**config.mk**
```make
export PLATFORM = sky130hd
export DESIGN_NAME = reg_alu_core
export DESIGN_NICKNAME = d
export VERILOG_FILES = /design/src/rtl/reg_alu_pkg.sv /design/src/rtl/reg_alu_exec.sv /design/src/rtl/reg_alu_core.sv
export SDC_FILE = /design/constraint.sdc
export NUM_CORES = 1
export LEC_CHECK = 0
export BUFFER_PORTS_ARGS = -buffer_cell sky130_fd_sc_hd__buf_2
export CAP_MARGIN = 20
export CORE_ASPECT_RATIO = 0.6
export CORE_UTILIZATION = 35
export CTS_CLUSTER_DIAMETER = 100
export DETAILED_ROUTE_END_ITERATION = 8
export SETUP_SLACK_MARGIN = 0.05
export SLEW_MARGIN = 10
export SYNTH_ARGS = -nofsm -noshare
export SYNTH_HDL_FRONTEND = slang
export SYNTH_HIERARCHICAL = 1
export SYNTH_SLANG_ARGS = --single-unit
```
**constraint.sdc**
```tcl
create_clock -name CLK -period 6.37 [get_ports CLK]
set_clock_uncertainty 0.2 [all_clocks]
set_input_delay 0.9555 -clock CLK [delete_from_list [all_inputs] [get_ports CLK]]
set_output_delay 0.9555 -clock CLK [all_outputs]
set_load 0.05 [all_outputs]
```
**src/rtl/reg_alu_pkg.sv**
```systemverilog
// reg_alu_pkg: shared types for the reg_alu_core register-file accumulator.
// Holds the instruction opcode encoding, the S1 pipeline control struct and
// small opcode classification helpers.
package reg_alu_pkg;

  typedef enum logic [1:0] {
    OP_NOP  = 2'b00,
    OP_ADD  = 2'b01,
    OP_SUB  = 2'b10,
    OP_LOAD = 2'b11
  } op_t;

  // Control part of the S1 pipeline register; operand and address fields are
  // parameter-dependent and live beside it in the top level.
  typedef struct packed {
    logic valid;
    op_t  op;
  } s1_ctrl_t;

  // True for every opcode that produces a register write.
  function automatic logic op_writes(input op_t op);
    logic w;
    case (op)
      OP_ADD:  w = 1'b1;
      OP_SUB:  w = 1'b1;
      OP_LOAD: w = 1'b1;
      default: w = 1'b0;
    endcase
    return w;
  endfunction

  // True for the arithmetic opcodes, the only ones that touch the flags.
  function automatic logic op_sets_flags(input op_t op);
    logic f;
    case (op)
      OP_ADD:  f = 1'b1;
      OP_SUB:  f = 1'b1;
      default: f = 1'b0;
    endcase
    return f;
  endfunction

endpackage

```
**src/rtl/reg_alu_exec.sv**
```systemverilog
// reg_alu_exec: combinational S2 datapath of reg_alu_core.
// Computes result, carry/borrow and zero for one instruction.
// Optional feature macro: REG_ALU_SAT_EN (saturating ADD/SUB when defined).
module reg_alu_exec
  import reg_alu_pkg::*;
#(
  parameter int WIDTH = 8
) (
  input  op_t              op,
  input  logic [WIDTH-1:0] a,
  input  logic [WIDTH-1:0] b,
  input  logic [WIDTH-1:0] data,
  output logic [WIDTH-1:0] res,
  output logic             carry,
  output logic             zero
);

  logic [WIDTH:0] sum_s;
  logic [WIDTH:0] diff_s;

  // Extra top bit holds carry out of the add and borrow out of the subtract.
  assign sum_s  = {1'b0, a} + {1'b0, b};
  assign diff_s = {1'b0, a} - {1'b0, b};

  // Result/flag selection; carry reports the raw carry/borrow even when clamped.
  always_comb begin
    res   = '0;
    carry = 1'b0;
    case (op)
      OP_ADD: begin
        carry = sum_s[WIDTH];
`ifdef REG_ALU_SAT_EN
        if (sum_s[WIDTH]) begin
          res = '1;
        end else begin
          res = sum_s[WIDTH-1:0];
        end
`else
        res = sum_s[WIDTH-1:0];
`endif
      end
      OP_SUB: begin
        carry = diff_s[WIDTH];
`ifdef REG_ALU_SAT_EN
        if (diff_s[WIDTH]) begin
          res = '0;
        end else begin
          res = diff_s[WIDTH-1:0];
        end
`else
        res = diff_s[WIDTH-1:0];
`endif
      end
      OP_LOAD: res = data;
      default: res = '0;
    endcase
    zero = (res == '0);
  end

endmodule

```
**src/rtl/reg_alu_core.sv**
```systemverilog
// reg_alu_core: parametrised register-file accumulator with a two-stage
// pipeline (S1 operand latch, S2 execute/write), operand forwarding,
// carry/zero flags, sticky illegal-address flag and a valid/ready handshake.
// Optional feature macro: REG_ALU_SAT_EN (saturating arithmetic in reg_alu_exec).
module reg_alu_core
  import reg_alu_pkg::*;
#(
  parameter int WIDTH = 8,
  parameter int NREGS = 4,
  parameter int NOUT  = 2,
  parameter int AW    = $clog2(NREGS + NOUT)
) (
  input  logic                  CLK,
  input  logic                  RST,
  input  logic                  IN_VALID,
  output logic                  IN_READY,
  input  logic                  STALL,
  input  logic [1:0]            OP,
  input  logic [AW-1:0]         DST,
  input  logic [AW-1:0]         SRCA,
  input  logic [AW-1:0]         SRCB,
  input  logic [WIDTH-1:0]      DATA,
  output logic [NOUT*WIDTH-1:0] OUT_DATA,
  output logic [NOUT-1:0]       OUT_STB,
  output logic                  FLAG_C,
  output logic                  FLAG_Z,
  output logic                  ERR
);

  localparam int NTOT = NREGS + NOUT;

  // Register file: general registers first, then the output registers.
  logic [WIDTH-1:0] rf_r [NTOT];

  s1_ctrl_t         s1_r;
  logic [AW-1:0]    s1_dst_r;
  logic [WIDTH-1:0] s1_data_r;
  logic [WIDTH-1:0] s1_a_r;
  logic [WIDTH-1:0] s1_b_r;

  logic [NOUT-1:0]  stb_r;
  logic             flag_c_r;
  logic             flag_z_r;
  logic             err_r;

  logic [WIDTH-1:0] ex_res_s;
  logic             ex_c_s;
  logic             ex_z_s;
  logic             accept_s;
  logic             bad_addr_s;
  logic             s2_we_s;
  logic             s2_flags_s;
  logic [WIDTH-1:0] opa_s;
  logic [WIDTH-1:0] opb_s;
  logic [NOUT-1:0]  stb_next_s;

  function automatic logic src_ok(input logic [AW-1:0] a);
    return int'(a) < NREGS;
  endfunction

  function automatic logic dst_ok(input logic [AW-1:0] a);
    return int'(a) < NTOT;
  endfunction

  reg_alu_exec #(.WIDTH(WIDTH)) u_exec (
    .op    (s1_r.op),
    .a     (s1_a_r),
    .b     (s1_b_r),
    .data  (s1_data_r),
    .res   (ex_res_s),
    .carry (ex_c_s),
    .zero  (ex_z_s)
  );

  assign IN_READY   = !STALL;
  assign accept_s   = IN_VALID && !STALL;
  assign bad_addr_s = !dst_ok(DST) || !src_ok(SRCA) || !src_ok(SRCB);
  assign s2_we_s    = s1_r.valid && op_writes(s1_r.op) && dst_ok(s1_dst_r);
  assign s2_flags_s = s1_r.valid && op_sets_flags(s1_r.op);

  // Operand fetch: forward the S2 result when it targets the register being read.
  always_comb begin
    opa_s = '0;
    opb_s = '0;
    if (src_ok(SRCA)) begin
      if (s2_we_s && (s1_dst_r == SRCA)) begin
        opa_s = ex_res_s;
      end else begin
        opa_s = rf_r[SRCA];
      end
    end else begin
      opa_s = '0;
    end
    if (src_ok(SRCB)) begin
      if (s2_we_s && (s1_dst_r == SRCB)) begin
        opb_s = ex_res_s;
      end else begin
        opb_s = rf_r[SRCB];
      end
    end else begin
      opb_s = '0;
    end
  end

  // Strobe for each output register written by the S2 stage this cycle.
  always_comb begin
    stb_next_s = '0;
    for (int i = 0; i < NOUT; i++) begin
      stb_next_s[i] = s2_we_s && (int'(s1_dst_r) == NREGS + i);
    end
  end

  // Pipeline, register file, flags and sticky error; STALL freezes everything.
  always_ff @(posedge CLK or posedge RST) begin
    if (RST) begin
      s1_r      <= '0;
      s1_dst_r  <= '0;
      s1_data_r <= '0;
      s1_a_r    <= '0;
      s1_b_r    <= '0;
      for (int i = 0; i < NTOT; i++) begin
        rf_r[i] <= '0;
      end
      stb_r     <= '0;
      flag_c_r  <= 1'b0;
      flag_z_r  <= 1'b0;
      err_r     <= 1'b0;
    end else if (!STALL) begin
      s1_r.valid <= accept_s;
      s1_r.op    <= op_t'(OP);
      s1_dst_r   <= DST;
      s1_data_r  <= DATA;
      s1_a_r     <= opa_s;
      s1_b_r     <= opb_s;
      if (s2_we_s) begin
        rf_r[s1_dst_r] <= ex_res_s;
      end
      stb_r <= stb_next_s;
      if (s2_flags_s) begin
        flag_c_r <= ex_c_s;
        flag_z_r <= ex_z_s;
      end
      if (accept_s && bad_addr_s) begin
        err_r <= 1'b1;
      end
    end else begin
      stb_r <= '0;
    end
  end

  for (genvar gi = 0; gi < NOUT; gi++) begin : g_out
    assign OUT_DATA[gi*WIDTH +: WIDTH] = rf_r[NREGS + gi];
  end

  // A stall starting right after a write must not leave the strobe visible.
  assign OUT_STB = stb_r & {NOUT{!STALL}};
  assign FLAG_C  = flag_c_r;
  assign FLAG_Z  = flag_z_r;
  assign ERR     = err_r;

endmodule

```
After elaboration in Yosys (flattened, before gate mapping)
Cells that the tools add are included.

Logic and storage cells: 78. Register bits after elaboration: 83. Output and inout port bits: 22.

Order comparisons: 8. Reduce and logical (&&, ||, !) cells: 22. Add/sub/neg operators: 2. Bitwise logic cells: 5. Equal/unequal tests: 7. Muxes and demuxes: 18.

Operators by type and width (count): 8-bit 2-to-1 mux (9); 8-bit binary-select mux with 3-bit select (2); 48-bit bitwise mux (1); 8-bit demux with 3-bit select (1); 8-bit one-hot mux with 3 select lines (1); 4-bit >= comparator (second input constant) (3); 3-bit < comparator (second input constant) (4); 3-bit NOT with 4-bit output (3); 1-bit logical AND (10); 8-bit by 8-bit adder with 9-bit output (1); 8-bit by 8-bit subtractor with 9-bit output (1); 8-bit logical NOT (1); 3-bit == test (2); 3-bit == test (second input constant) (2); 2-bit AND reduction (3); 2-bit == test (second input constant) (2); 1-bit logical NOT (4); 4-bit by 1-bit < comparator with 1-bit output (second input constant) (1); 3-bit OR reduction (1); 2-bit AND (1); 2-bit by 1-bit == test with 1-bit output (second input constant) (1); 1-bit logical OR (2); 1-bit 2-to-1 mux (2); 2-bit 2-to-1 mux (1); other kinds (3) (3).

Depth between registers and ports, before layout
Depth after elaboration: 8. Mapped depth: 11. Mapped depth without buffers: 11.

Modules after synthesis
The synthesis kept the hierarchy.

By module, submodules not included: reg_alu_core (sequential area each 2077.0 sq um, cells each 297, area each 4051.4 sq um, instances 1); reg_alu_exec (sequential area each 0.0 sq um, cells each 132, area each 988.4 sq um, instances 1).

Worst setup path after synthesis
Ideal clock, no wire load.

Path type: input port to output port. Start: in STALL. End: out OUT_STB[0]. Path slack: 3194 ps. Arrival: 2021 ps. Stages on the path: 3. Data required time: 5214 ps. Path through: buf_2 -> buf_1 -> nor2b_1.

Word-level cells in the longest chain between the ends: 2.

Ends and longest elaborated chain: start, declared (RTL line reg_alu_core.sv:17) `input logic STALL,`; 1-bit logical NOT (RTL line reg_alu_core.sv:156) `assign OUT_STB = stb_r & {NOUT{!STALL}};`; 2-bit AND (RTL line reg_alu_core.sv:156); end, declared (RTL line reg_alu_core.sv:24) `output logic [NOUT-1:0] OUT_STB,`.

No other way between the ends.

Worst setup path after layout
Start: reg s1_b_r[1]. End: reg flag_z_r (netlist: FLAG_Z).

Word-level cells in the longest chain between the ends: 3. Elaborated cells between the ends (all ways): 4.

Ends and longest elaborated chain: start, declared (RTL line reg_alu_core.sv:39) `logic [WIDTH-1:0] s1_b_r;`; start signal, assigned (RTL line reg_alu_core.sv:134) `s1_b_r <= opb_s;`; 8-bit by 8-bit subtractor with 9-bit output or 8-bit by 8-bit adder with 9-bit output (tied branches) (RTL line reg_alu_exec.sv:23, reg_alu_exec.sv:22); 8-bit one-hot mux with 3 select lines (*) (RTL line reg_alu_exec.sv:29) `case (op)`; net ex_res_s[7] (RTL line reg_alu_core.sv:46) `logic [WIDTH-1:0] ex_res_s;`; 8-bit logical NOT (*) (RTL line reg_alu_exec.sv:57) `zero = (res == '0);`; net ex_z_s (RTL line reg_alu_core.sv:48) `logic ex_z_s;`; end signal, assigned (RTL line reg_alu_core.sv:141) `flag_z_r <= ex_z_s;`; end, declared (RTL line reg_alu_core.sv:43) `logic flag_z_r;`.

Mark *: on every way through the listed nets, which the timed path passes. The rest lies on a longest branch. A chain may end at the register's enable or synchronous reset.

==> impl_metrics.toml <==
[grt]
grt_max_degree = 84
grt_usage_pct = 18.51
grt_use_met1_pct = 28.22
grt_most_used_layer = "met1"
gr-total-overflow = 0
antenna_found_initial = 1
grt_pass1_wl_microns = 20070
grt_pass1_vias = 3501
use_met3_pct = 5.828
use_met2_pct = 25.04

[critical_path]
timing.rr.end = "FLAG_Z"
crit_fanout = 9
crit_chain = "inv_1 > ha_1 > nor2b_1 > o31ai_1 > o211ai_1 > mux2_1 > a41oi_1 > nor4_2 > mux2_2"
critical_path_required_ns = 6.40
timing.rr.start = "s1_b_r[1]"
critPathMaxStageDelay_ns = 0.65
cp-start-kind = "flop"
path_class = "flop to flop"
critPathCaptureType = "flop"
arrival_ns = 3.33
reg2regPathDepth = 9
slowest_stage = "a41oi_1"
r2r_slack_ns = 3.07

[routing]
routed_wl_microns = 12780
viasPerCell = 5.508
drt_iter0_markers = 227
post_drt_wl_per_cell_microns = 19.66
route.detailed.drc = 0
ant_nets = 0
dr.pass1.iters = 5
vias = 3580

[worst_hold_path]
hold-path-endpoint = "ERR"
holdPathStages = 1
hold_class = "flop to flop"
hp-start = "ERR"

[placement]
place_congestion = 0.8959
io_buffers = 44
dpl.hpwl_microns = 9263
dpl.cell_count = 630

[power]
p_int_mw = 1.166
p_seq_share_pct = 37.8
power_frac_comb_pct = 30.2
p_sw_mw = 0.6145
p_leak_nw = 2.651
p_per_area_mw_per_mm2 = 316.2
irDropWorstVdd_mv = 0.1196
switching_share_pct = 34.51
clkPwrFrac_pct = 32.0

[synthesis]
synth_edf_count = 0
synth_top_flop_cell = "dfrtp_1"
ys_warn_count = 6
synth_cells = 429
syn_area_per_cell_sq_um = 11.75
synth_area_sq_mm = 0.005040
syn_nets = 476
async_flop_share_pct = 100.0
yosysSeqAreaShare_pct = 41.21
ys_ff_latch = 83
yosysUniqueCellTypes = 57

[clocking]
clock-sinks = 83
clockBufferDepth = 2
htree_levels = 3
root_buffer = "clkbuf_16"
holdBufCountCts = 0
clock_latency_ns = 0.34
clk_pin_slew_worst_paths_ns = 0.06
postCtsSetupBuffers = 0
cts_resized = 0
cts_tree = "built"
cts-buffers-inserted = 9

[cells_and_area]
diodes = 0
fin_cells = 650
fill_cells = 1326
area_growth_pct = 11.74
nets = 500
ff_latch_area_sq_mm = 0.002077
multiInputGateArea_sq_mm = 0.002605
drive_gt1_share_pct = 38.43

[sta]
timing.final.hold_violations = 0
fin_crit_sh_pct = 51.84
maxSlewHeadroom_pct = 46.91
tightest_slew_ns = 0.7860
layout_min_cycle_time_ns = 3.303
setup_viol = 0
maxSlewViolCount = 0
rsz0062_at_grt = "false"
max_freq_mhz = 302.8
tns_ns = 0

[die]
die_h_microns = 94.95
die_w_microns = 156.9
start_util_pct = 36.44
die-area_sq_mm = 0.01490
pin_count = 45
coreArea_sq_mm = 0.01383
row_count = 33

[run]
maxCapViolCount = 0

[run_status]
status = "complete, no violations"
-- metal layers --
metal / share of wire (%) / routed length (microns)
met5: 0 / 0
met4: 0.85 / 108
met3: 9.0 / 1150
met1: 52 / 6586
met2: 39 / 4936
-- state kept, by name (all words and copies together) (netlist names) --
| register | flops |
|---|---|
| OUT_DATA | 16 |
| FLAG_Z | 1 |
| FLAG_C | 1 |
| ERR | 1 |
| s1_dst_r | 3 |
| stb_r | 2 |
| s1_data_r | 8 |
| s1_r | 3 |
| s1_b_r | 8 |
| s1_a_r | 8 |
| rf_r | 32 |
-- layout make-up --
cell class / count / share of cell area [%]
multi-input combinational: 284 / 46.26
sequential: 83 / 36.88
timing repair buffer: 51 / 5.199
tap: 192 / 4.266
clock buffer: 9 / 3.999
clock inverter: 7 / 1.777
inverter: 24 / 1.622
-- synth_stat cells (2+ instances only) --
master / n / area share [%]
dfrtp_1: 83 / 41
mux2_2: 63 / 14
nand2_1: 31 / 2.3
a21oi_1: 25 / 2.5
ha_1: 22 / 5.5
buf_4: 20 / 3.0
inv_1: 20 / 1.5
and2_1: 19 / 2.4
nor2_1: 17 / 1.3
a221o_2: 16 / 3.6
mux4_2: 16 / 7.2
nor2b_1: 9 / 1.1
buf_2: 6 / 0.60
buf_6: 5 / 1.1
a31oi_1: 4 / 0.50
clkbuf_1: 4 / 0.30
inv_2: 4 / 0.30
nand2b_1: 4 / 0.50
nor3_1: 4 / 0.40
xor2_1: 4 / 0.70
a41oi_1: 3 / 0.52
nand3_1: 3 / 0.30
a2111oi_4: 2 / 1.1
a211oi_1: 2 / 0.30
a221o_1: 2 / 0.40
a22oi_1: 2 / 0.30
buf_1: 2 / 0.15
fa_1: 2 / 0.79
mux2_1: 2 / 0.45
o2111ai_1: 2 / 0.35
o21ai_0: 2 / 0.20
o221ai_1: 2 / 0.35
o31ai_1: 2 / 0.30
xnor2_1: 2 / 0.35
-- critical path, delay by kind of cell (launching register included) --
family / cells / cell delay (ns)
AO/OA/AOI/OAI: 3 / 1.37
adder cells (fa/ha/maj): 1 / 0.30
buffers and inverters: 1 / 0.11
flip-flops: 1 / 0.43
multiplexers: 2 / 0.62
AND/OR/NAND/NOR: 2 / 0.16
-- power by group through the flow --
stage	clock (mW)	sequential (mW)	combinational [mW]
final	0.569	0.673	0.538
after global routing	0.608	0.684	0.579
after CTS	0.582	0.672	0.529
after detailed placement	0	0.682	0.526
after global placement	0	0.677	0.518
after floorplan	0	0.673	0.429
-- layout by cell type (no fill, tap or decap), drive strengths merged, types with 2 or more instances in the layout --
master	netlist	layout
a221o	18	18
o2111ai	2	2
nand3	3	3
and2	19	19
a211oi	3	3
o31ai	2	2
mux2	65	65
bufinv	0	2
nand2	31	31
dfrtp	83	83
buf	33	51
clkbuf	4	9
nor2b	9	9
a31oi	4	4
clkinv	0	2
nor2	17	17
a22oi	3	3
inv	24	24
fa	2	2
ha	22	22
a2111oi	2	2
xnor2	2	2
nand2b	5	5
nor3	4	4
mux4	16	16
o21ai	3	3
a21oi	25	25
o221ai	2	2
xor2	4	4
clkinvlp	0	3
a41oi	3	3
-- logic make-up after synthesis --
logic type	synth area share [%]
compound gates	13.03
buf+inv	7.100
fa+ha+maj	6.256
mux	21.87
simple gates	9.483
flops	41.21
xor+xnor	1.043
-- through the flow --
| stage | hold WS (ns) | instance area, sq um | power, mW | util, % | worst slack [ns] |
|---|---|---|---|---|---|
| after floorplan | 0.2638 | 5040 | 1.102 | - | 3.078 |
| after global placement | 0.2551 | 5256 | 1.195 | 38.00 | 3.202 |
| after detailed placement | 0.2569 | 5256 | 1.209 | 38.00 | 3.091 |
| after CTS | 0.2792 | 5582 | 1.783 | 40.35 | 3.062 |
| after global routing | 0.3177 | 5632 | 1.872 | 40.71 | 2.892 |
| final | 0.2761 | 5632 | 1.781 | 40.71 | 3.068 |
-- how the worst max path moves through the flow --
stage / startpoint / endpoint / slack (ns) / cells after the start
6_report: s1_b_r[1] / FLAG_Z / 3.07 / 9
5_1_grt: s1_b_r[1] / FLAG_Z / 2.89 / 9
4_1_cts: s1_b_r[2] / FLAG_Z / 3.06 / 9
3_5_place_dp: s1_b_r[2] / FLAG_Z / 3.09 / 9
3_3_place_gp: s1_a_r[0] / s1_a_r[4] / 3.20 / 11
2_1_floorplan: RST / ERR / 3.08 / 1
No activity file was read; power rests on OpenSTA's default activity.
